File: src/rtl/pk_link_pkg.sv
// Shared panel-link definitions: command classes, frame tags, frame length and
// status-sequencer state encoding. Frame length follows PK_STATUS_CSUM_EN.
package pk_link_pkg;

  localparam logic [2:0] CMD_STATUS = 3'b110;
  localparam logic [2:0] CMD_ROTARY = 3'b111;

  localparam logic [1:0] TAG_DATA = 2'b00;
  localparam logic [1:0] TAG_IND  = 2'b01;
  localparam logic [1:0] TAG_CSUM = 2'b10;
  localparam logic [5:0] TAG_TAIL = 6'b010000;

`ifdef PK_STATUS_CSUM_EN
  localparam int FRAME_LEN = 7;
`else
  localparam int FRAME_LEN = 6;
`endif

  localparam int              IDX_W    = 3;
  localparam logic [IDX_W-1:0] LAST_IDX = IDX_W'(FRAME_LEN - 1);

  typedef enum logic [2:0] {
    ST_IDLE,
    ST_LOAD,
    ST_SEND,
    ST_WSTART,
    ST_WDONE,
    ST_NEXT
  } st_t;

endpackage

File: src/rtl/pk_status_frame.sv
// Status frame byte mux: snapshot + byte index -> frame byte.
// PK_STATUS_CSUM_EN appends a 6-bit XOR checksum byte at index 6.
module pk_status_frame
  import pk_link_pkg::*;
(
  input  logic [15:0]      w,
  input  logic [9:0]       ind,
  input  logic [3:0]       rot,
  input  logic [IDX_W-1:0] idx,
  output logic [7:0]       frame_byte
);

  logic [7:0] b0, b1, b2, b3, b4, b5;

  assign b0 = {CMD_STATUS, 1'b0, rot};
  assign b1 = {TAG_DATA, w[15:10]};
  assign b2 = {TAG_DATA, w[9:4]};
  assign b3 = {TAG_DATA, w[3:0], ind[9:8]};
  assign b4 = {TAG_IND, ind[7:2]};
  assign b5 = {TAG_TAIL, ind[1:0]};

`ifdef PK_STATUS_CSUM_EN
  function automatic logic [5:0] csum6(input logic [7:0] a0, input logic [7:0] a1,
                                       input logic [7:0] a2, input logic [7:0] a3,
                                       input logic [7:0] a4, input logic [7:0] a5);
    return a0[5:0] ^ a1[5:0] ^ a2[5:0] ^ a3[5:0] ^ a4[5:0] ^ a5[5:0];
  endfunction

  logic [7:0] b6;
  assign b6 = {TAG_CSUM, csum6(b0, b1, b2, b3, b4, b5)};
`endif

  always_comb begin
    frame_byte = b0;
    case (idx)
      3'd0:    frame_byte = b0;
      3'd1:    frame_byte = b1;
      3'd2:    frame_byte = b2;
      3'd3:    frame_byte = b3;
      3'd4:    frame_byte = b4;
      3'd5:    frame_byte = b5;
`ifdef PK_STATUS_CSUM_EN
      3'd6:    frame_byte = b6;
`endif
      default: frame_byte = b0;
    endcase
  end

endmodule

File: src/rtl/pk_status_tx.sv
// Panel status reporter: arbitrates host polls and periodic auto-reports, then
// streams one snapshot frame over the UART byte/busy handshake. See PK_STATUS_CSUM_EN.
module pk_status_tx
  import pk_link_pkg::*;
#(
  parameter int AUTO_MS   = 0,
  parameter int START_TMO = 8
) (
  input  logic        CLK_EXT,
  input  logic        rst,
  input  logic        tick_1ms,
  input  logic        poll,
  input  logic [15:0] w,
  input  logic [9:0]  ind,
  input  logic [3:0]  rot,
  output logic [7:0]  tx_byte,
  output logic        tx_send,
  input  logic        tx_busy,
  output logic        busy,
  output logic        frame_done
);

  localparam int AUTO_W = (AUTO_MS > 1) ? $clog2(AUTO_MS) : 1;
  localparam int TMO_W  = (START_TMO > 1) ? $clog2(START_TMO) : 1;
  localparam logic [AUTO_W-1:0] AUTO_LAST = AUTO_W'((AUTO_MS > 0) ? AUTO_MS - 1 : 0);
  localparam logic [TMO_W-1:0]  TMO_LAST  = TMO_W'((START_TMO > 0) ? START_TMO - 1 : 0);

  st_t               state, state_n;
  logic [IDX_W-1:0]  idx, idx_n;
  logic [TMO_W-1:0]  tmo_cnt, tmo_n;
  logic [AUTO_W-1:0] auto_cnt;
  logic              auto_req;
  logic              pending;
  logic              enter_load;
  logic [15:0]       snap_w;
  logic [9:0]        snap_ind;
  logic [3:0]        snap_rot;
  logic [7:0]        frame_byte;
  logic [7:0]        tx_byte_q;

  // Request side: auto-report divider and the coalescing pending flag
  assign auto_req   = (AUTO_MS != 0) && tick_1ms && (auto_cnt == AUTO_LAST);
  assign enter_load = (state == ST_IDLE) && pending;

  always_ff @(posedge CLK_EXT) begin
    if (rst) begin
      auto_cnt <= '0;
    end else if ((AUTO_MS != 0) && tick_1ms) begin
      if (auto_cnt == AUTO_LAST) auto_cnt <= '0;
      else                       auto_cnt <= auto_cnt + 1'b1;
    end
  end

  always_ff @(posedge CLK_EXT) begin
    if (rst) pending <= 1'b0;
    else     pending <= poll | auto_req | (pending & ~enter_load);
  end

  // Snapshot is pure data: captured once per frame, never reset
  always_ff @(posedge CLK_EXT) begin
    if (state == ST_LOAD) begin
      snap_w   <= w;
      snap_ind <= ind;
      snap_rot <= rot;
    end
  end

  pk_status_frame u_frame (
    .w          (snap_w),
    .ind        (snap_ind),
    .rot        (snap_rot),
    .idx        (idx),
    .frame_byte (frame_byte)
  );

  // Sequencer
  always_ff @(posedge CLK_EXT) begin
    if (rst) begin
      state   <= ST_IDLE;
      idx     <= '0;
      tmo_cnt <= '0;
    end else begin
      state   <= state_n;
      idx     <= idx_n;
      tmo_cnt <= tmo_n;
    end
  end

  always_comb begin
    state_n    = state;
    idx_n      = idx;
    tmo_n      = tmo_cnt;
    tx_send    = 1'b0;
    frame_done = 1'b0;
    case (state)
      ST_IDLE: begin
        if (pending) state_n = ST_LOAD;
      end
      ST_LOAD: begin
        idx_n   = '0;
        state_n = ST_SEND;
      end
      ST_SEND: begin
        if (!tx_busy) begin
          tx_send = 1'b1;
          tmo_n   = '0;
          state_n = ST_WSTART;
        end
      end
      ST_WSTART: begin
        // A UART that never raises busy must not stall the frame
        if (tx_busy)                   state_n = ST_WDONE;
        else if (tmo_cnt == TMO_LAST)  state_n = ST_NEXT;
        else                           tmo_n   = tmo_cnt + 1'b1;
      end
      ST_WDONE: begin
        if (!tx_busy) state_n = ST_NEXT;
      end
      ST_NEXT: begin
        if (idx == LAST_IDX) begin
          frame_done = 1'b1;
          state_n    = ST_IDLE;
        end else begin
          idx_n   = idx + 1'b1;
          state_n = ST_SEND;
        end
      end
      default: state_n = ST_IDLE;
    endcase
  end

  assign busy = (state != ST_IDLE);

  // tx_byte is live in the send cycle and held afterwards until the next send
  always_ff @(posedge CLK_EXT) begin
    if (rst)          tx_byte_q <= 8'h00;
    else if (tx_send) tx_byte_q <= frame_byte;
  end

  assign tx_byte = tx_send ? frame_byte : tx_byte_q;

endmodule

File: config.mk
export PLATFORM = sky130hd
export DESIGN_NAME = pk_status_tx
export DESIGN_NICKNAME = d
export VERILOG_FILES = /design/src/rtl/pk_link_pkg.sv /design/src/rtl/pk_status_frame.sv /design/src/rtl/pk_status_tx.sv
export SDC_FILE = /design/constraint.sdc
export NUM_CORES = 1
export LEC_CHECK = 0
export ABC_AREA = 1
export CAP_MARGIN = 20
export CORE_UTILIZATION = 47
export DETAILED_ROUTE_END_ITERATION = 8
export PLACE_DENSITY = 0.72
export SYNTH_ARGS = -nofsm -noshare
export SYNTH_HDL_FRONTEND = slang
export SYNTH_SLANG_ARGS = --single-unit
File: constraint.sdc
create_clock -name CLK_EXT -period 5.08 [get_ports CLK_EXT]
set_input_delay 0.508 -clock CLK_EXT [delete_from_list [all_inputs] [get_ports CLK_EXT]]
set_output_delay 0.508 -clock CLK_EXT [all_outputs]
set_load 0.005 [all_outputs]
==> summary.txt <==
Worst hold path
  – Worst hold path type: reg -> reg
  – Hold Path Depth: 2
  – Hold EP: tmo_cnt[2]
  – Hold_sp: tmo_cnt[2]

Pwr
  – Clk pwr share: between 20% and 30%
  – P_int: approximately 0.8 mW
  – Psw: 0.304 mW
  – Sw Ratio: between 20 and 30%
  – Leakage dissipation: ~1.1 nW
  – Combinational share of power: between 20% and 30%
  – Worst vdd ir: roughly 200 µV
  – Share of power burned in registers: about half
  – Power per cell area: between 400 and 500 nW/µm²

Global route
  – Largest net degree at the start of global routing: 31
  – Number of global-route vias before repair: between 1k and 1.5k
  – GRT Util Overall: 18.9%
  – Total grt overflow: 0
  – First-pass GRT wire length: roughly 6200 µm
  – Initial antenna violation count: 0

Clock tree
  – Max clock buf depth: 2
  – Clock latency on the worst-skew pair: approximately 300 ps
  – Post-CTS Setup Bufs: 0
  – Clock-pin slew on the worst setup and hold paths: 80 ps
  – CTS root buffer: clkbuf_8
  – CTS Hold Buffers Added: 0
  – # H-tree levels: 2
  – Num CTS Buffers: 5
  – CTS resizes: 0
  – CTS Sinks: 48
  – CTS tree: done

Placement
  – Gpl congestion: approximately 0.8
  – Worst slack, placed: approximately 2100 ps
  – Hpwl dp: 2760 µm
  – Port Buffer Count: 44
  – Placed Area: 2570 µm²

Timing
  – FMAX: between 300 and 400 MHz
  – WHS: around 480 ps
  – Worst Slack Setup Final: roughly 1800 ps
  – RSZ-0062 raised after global routing: false
  – Least-Margin Pin Slew: 576 ps
  – Tmin final: 3280 ps
  – Max-slew headroom: about three fifths
  – Clock Skews: about 11 ps
  – Fin crit share: around 65%
  – Fin Setup TNS: 0 ps
  – Setup-failing EPs final: 0
  – Final hold violation count: 0
  – Slew Viols, Final: 0

Flow run
  – Max-capacitance violation count: 0

Detailed routing
  – Post-route antenna net violation count: 0
  – Vias post-DR: roughly 1.6k
  – Final WL: ~3800 µm
  – Routed len/inst: 11.9 µm
  – 1st-pass router iterations: 6
  – Vias per inst: a little under 5
  – Drt first-iter violations: 80
  – Drt drc: 0

Critical path
  – CP dominant cell by count: nand2_1
  – Buffers & Inverters on Critical Path: 3
  – Slowest stage delay, CP: about 550 ps
  – CP delay by family, top: buffers and inverters
  – R2R setup slack: between 2000 and 3000 ps
  – CP max FO: 12
  – Slowest cell on crit path: dfxtp_1
  – RR Endpoint: tx_byte_q[0]
  – Req. time, crit path: around 4600 ps
  – Worst reg2reg path depth: 8
  – CP Capture Type: output pin
  – Reg2Reg Launch Point: idx[2]
  – Critical Path, Cell by Cell: inv_1, ha_1, nor2_1, nand3_1, nand2_1, inv_1, nand2_1, nand2_1, nand2_1, clkdlybuf4s50_1
  – Kind of critical path: reg -> out
  – Data arrival, critical path: 2770 ps
  – Kind of launch point of the worst setup path: register

Synthesis
  – Synth Cell Area: approximately 2100 µm²
  – Seq cells post-synth: 48
  – Sequential area share after synthesis: between 60% and 70%
  – Post-synthesis cell count: about 220
  – Synth top area cells: edfxtp_1 (43%), dfxtp_1 (17%), nand2_1 (13%)
  – Asr flop ratio synth: 0%
  – YS warnings: 0
  – Synthesized area per cell: between 9 and 10 µm²
  – Main synth FF type: edfxtp_1
  – Netlist cell types: 21
  – Post-synth EDFFs: 30
  – Yosys top cell area share: around 43%
  – Yosys top cell by area: edfxtp_1
  – Mapped Nets: around 260

Die
  – Die Width: 68.4 µm
  – # rows: 23
  – Starting Density: between 50% and 60%
  – Core Region: around 4100 µm²
  – Io pins: 46
  – Die ar.: ~4700 µm²
  – Die H: just under 70 µm

Finish
  – Share of layout cells above drive strength 1: about 5.6%
  – # fillers: about 340
  – Final core utilization: between 60% and 70%
  – Ant. Diodes: 0
  – Post-route cell area: around 2700 µm²
  – Most frequent cells in the layout: nand2_1 (70), clkdlybuf4s50_1 (44), edfxtp_1 (30), nor2_1 (24), dfxtp_1 (18)
  – Commonest non-fill, non-tap cell in the layout: nand2_1
  – Area added between synthesis and finish: 29.7%
  – Final nets: ~310

Run status
  – Status: finished clean
[flip-flops by register name (all words and copies together), names as in the netlist]
name	count
snap_rot	4
pending	1
tx_byte_q	8
idx	3
snap_w	16
snap_ind	10
tmo_cnt	3
state	3
[tightest hold or removal path: stages (launching register included)]
cell and delay (ps):
dfxtp_1 320, nand2_1 60, a21oi_1 50
[cell type report]
class                           count  area (µm²)  area share, %
Clock buffer                        6        82.6           3.07
Clock inverter                      2        38.8           1.44
Inverter                           19        73.8           2.75
Multi-Input combinational cell    148         722           26.8
Sequential cell                    48        1260           46.9
Tap cell                           50        62.6           2.33
Timing Repair Buffer               45         448           16.7
[cells in the mapped netlist, types with 2 or more instances]
library cell  count
a21oi_1          16
buf_2             2
dfxtp_1          18
edfxtp_1         30
ha_1              7
inv_1            17
nand2_1          70
nand3_1          16
nand4_1           4
nor2_1           24
o21ai_0           5
[worst max path at each step]
stage | startpoint | endpoint | slack [ps] | cells past startpoint
floorplan | state[0] | snap_ind[0] | 2120 | 2
global placement | idx[2] | tx_byte[7] | 2170 | 8
finish | idx[2] | tx_byte[0] | 1800 | 10
detailed placement | idx[2] | tx_byte[0] | 2120 | 10
global route | idx[2] | tx_byte[0] | 1520 | 10
CTS | idx[2] | tx_byte[0] | 1790 | 10
[power by group through the flow]
stage / Combinational (mW) / Clock, mW / Sequential (mW)
after CTS: 0.256 / 0.293 / 0.549
after floorplan: 0.153 / 0 / 0.552
after global routing: 0.290 / 0.309 / 0.556
final: 0.252 / 0.287 / 0.549
after detailed placement: 0.254 / 0 / 0.557
after global placement: 0.249 / 0 / 0.555
[metal layers]
layer / share of wire [%] / global-route usage (%) / vias to the layer above
met5: 0 / 0 / -
met4: 1.4 / 8.59 / 0
met3: 4.1 / 4.00 / 6
met2: 48 / 29.5 / 41
met1: 47 / 25.1 / 680
li1: - / - / 825
[logic make-up (layout without fill, tap and decap cells)]
family / after synthesis / in the layout / synth area share, %
AOI/OAI and AO/OA: 22 / 22 / 5.37
and+or+nand+nor: 119 / 119 / 25.0
DFF: 48 / 48 / 60.8
buffers and inverters: 23 / 72 / 4.59
adders and majority gates: 7 / 7 / 4.22
[metrics by stage]
stage,cells,power (mW)
finish,318,1.09
global route,318,1.16
CTS,318,1.10
detailed placement,310,0.811
global placement,310,0.805
floorplan,219,0.705
Power figures use the tool's default switching activity.
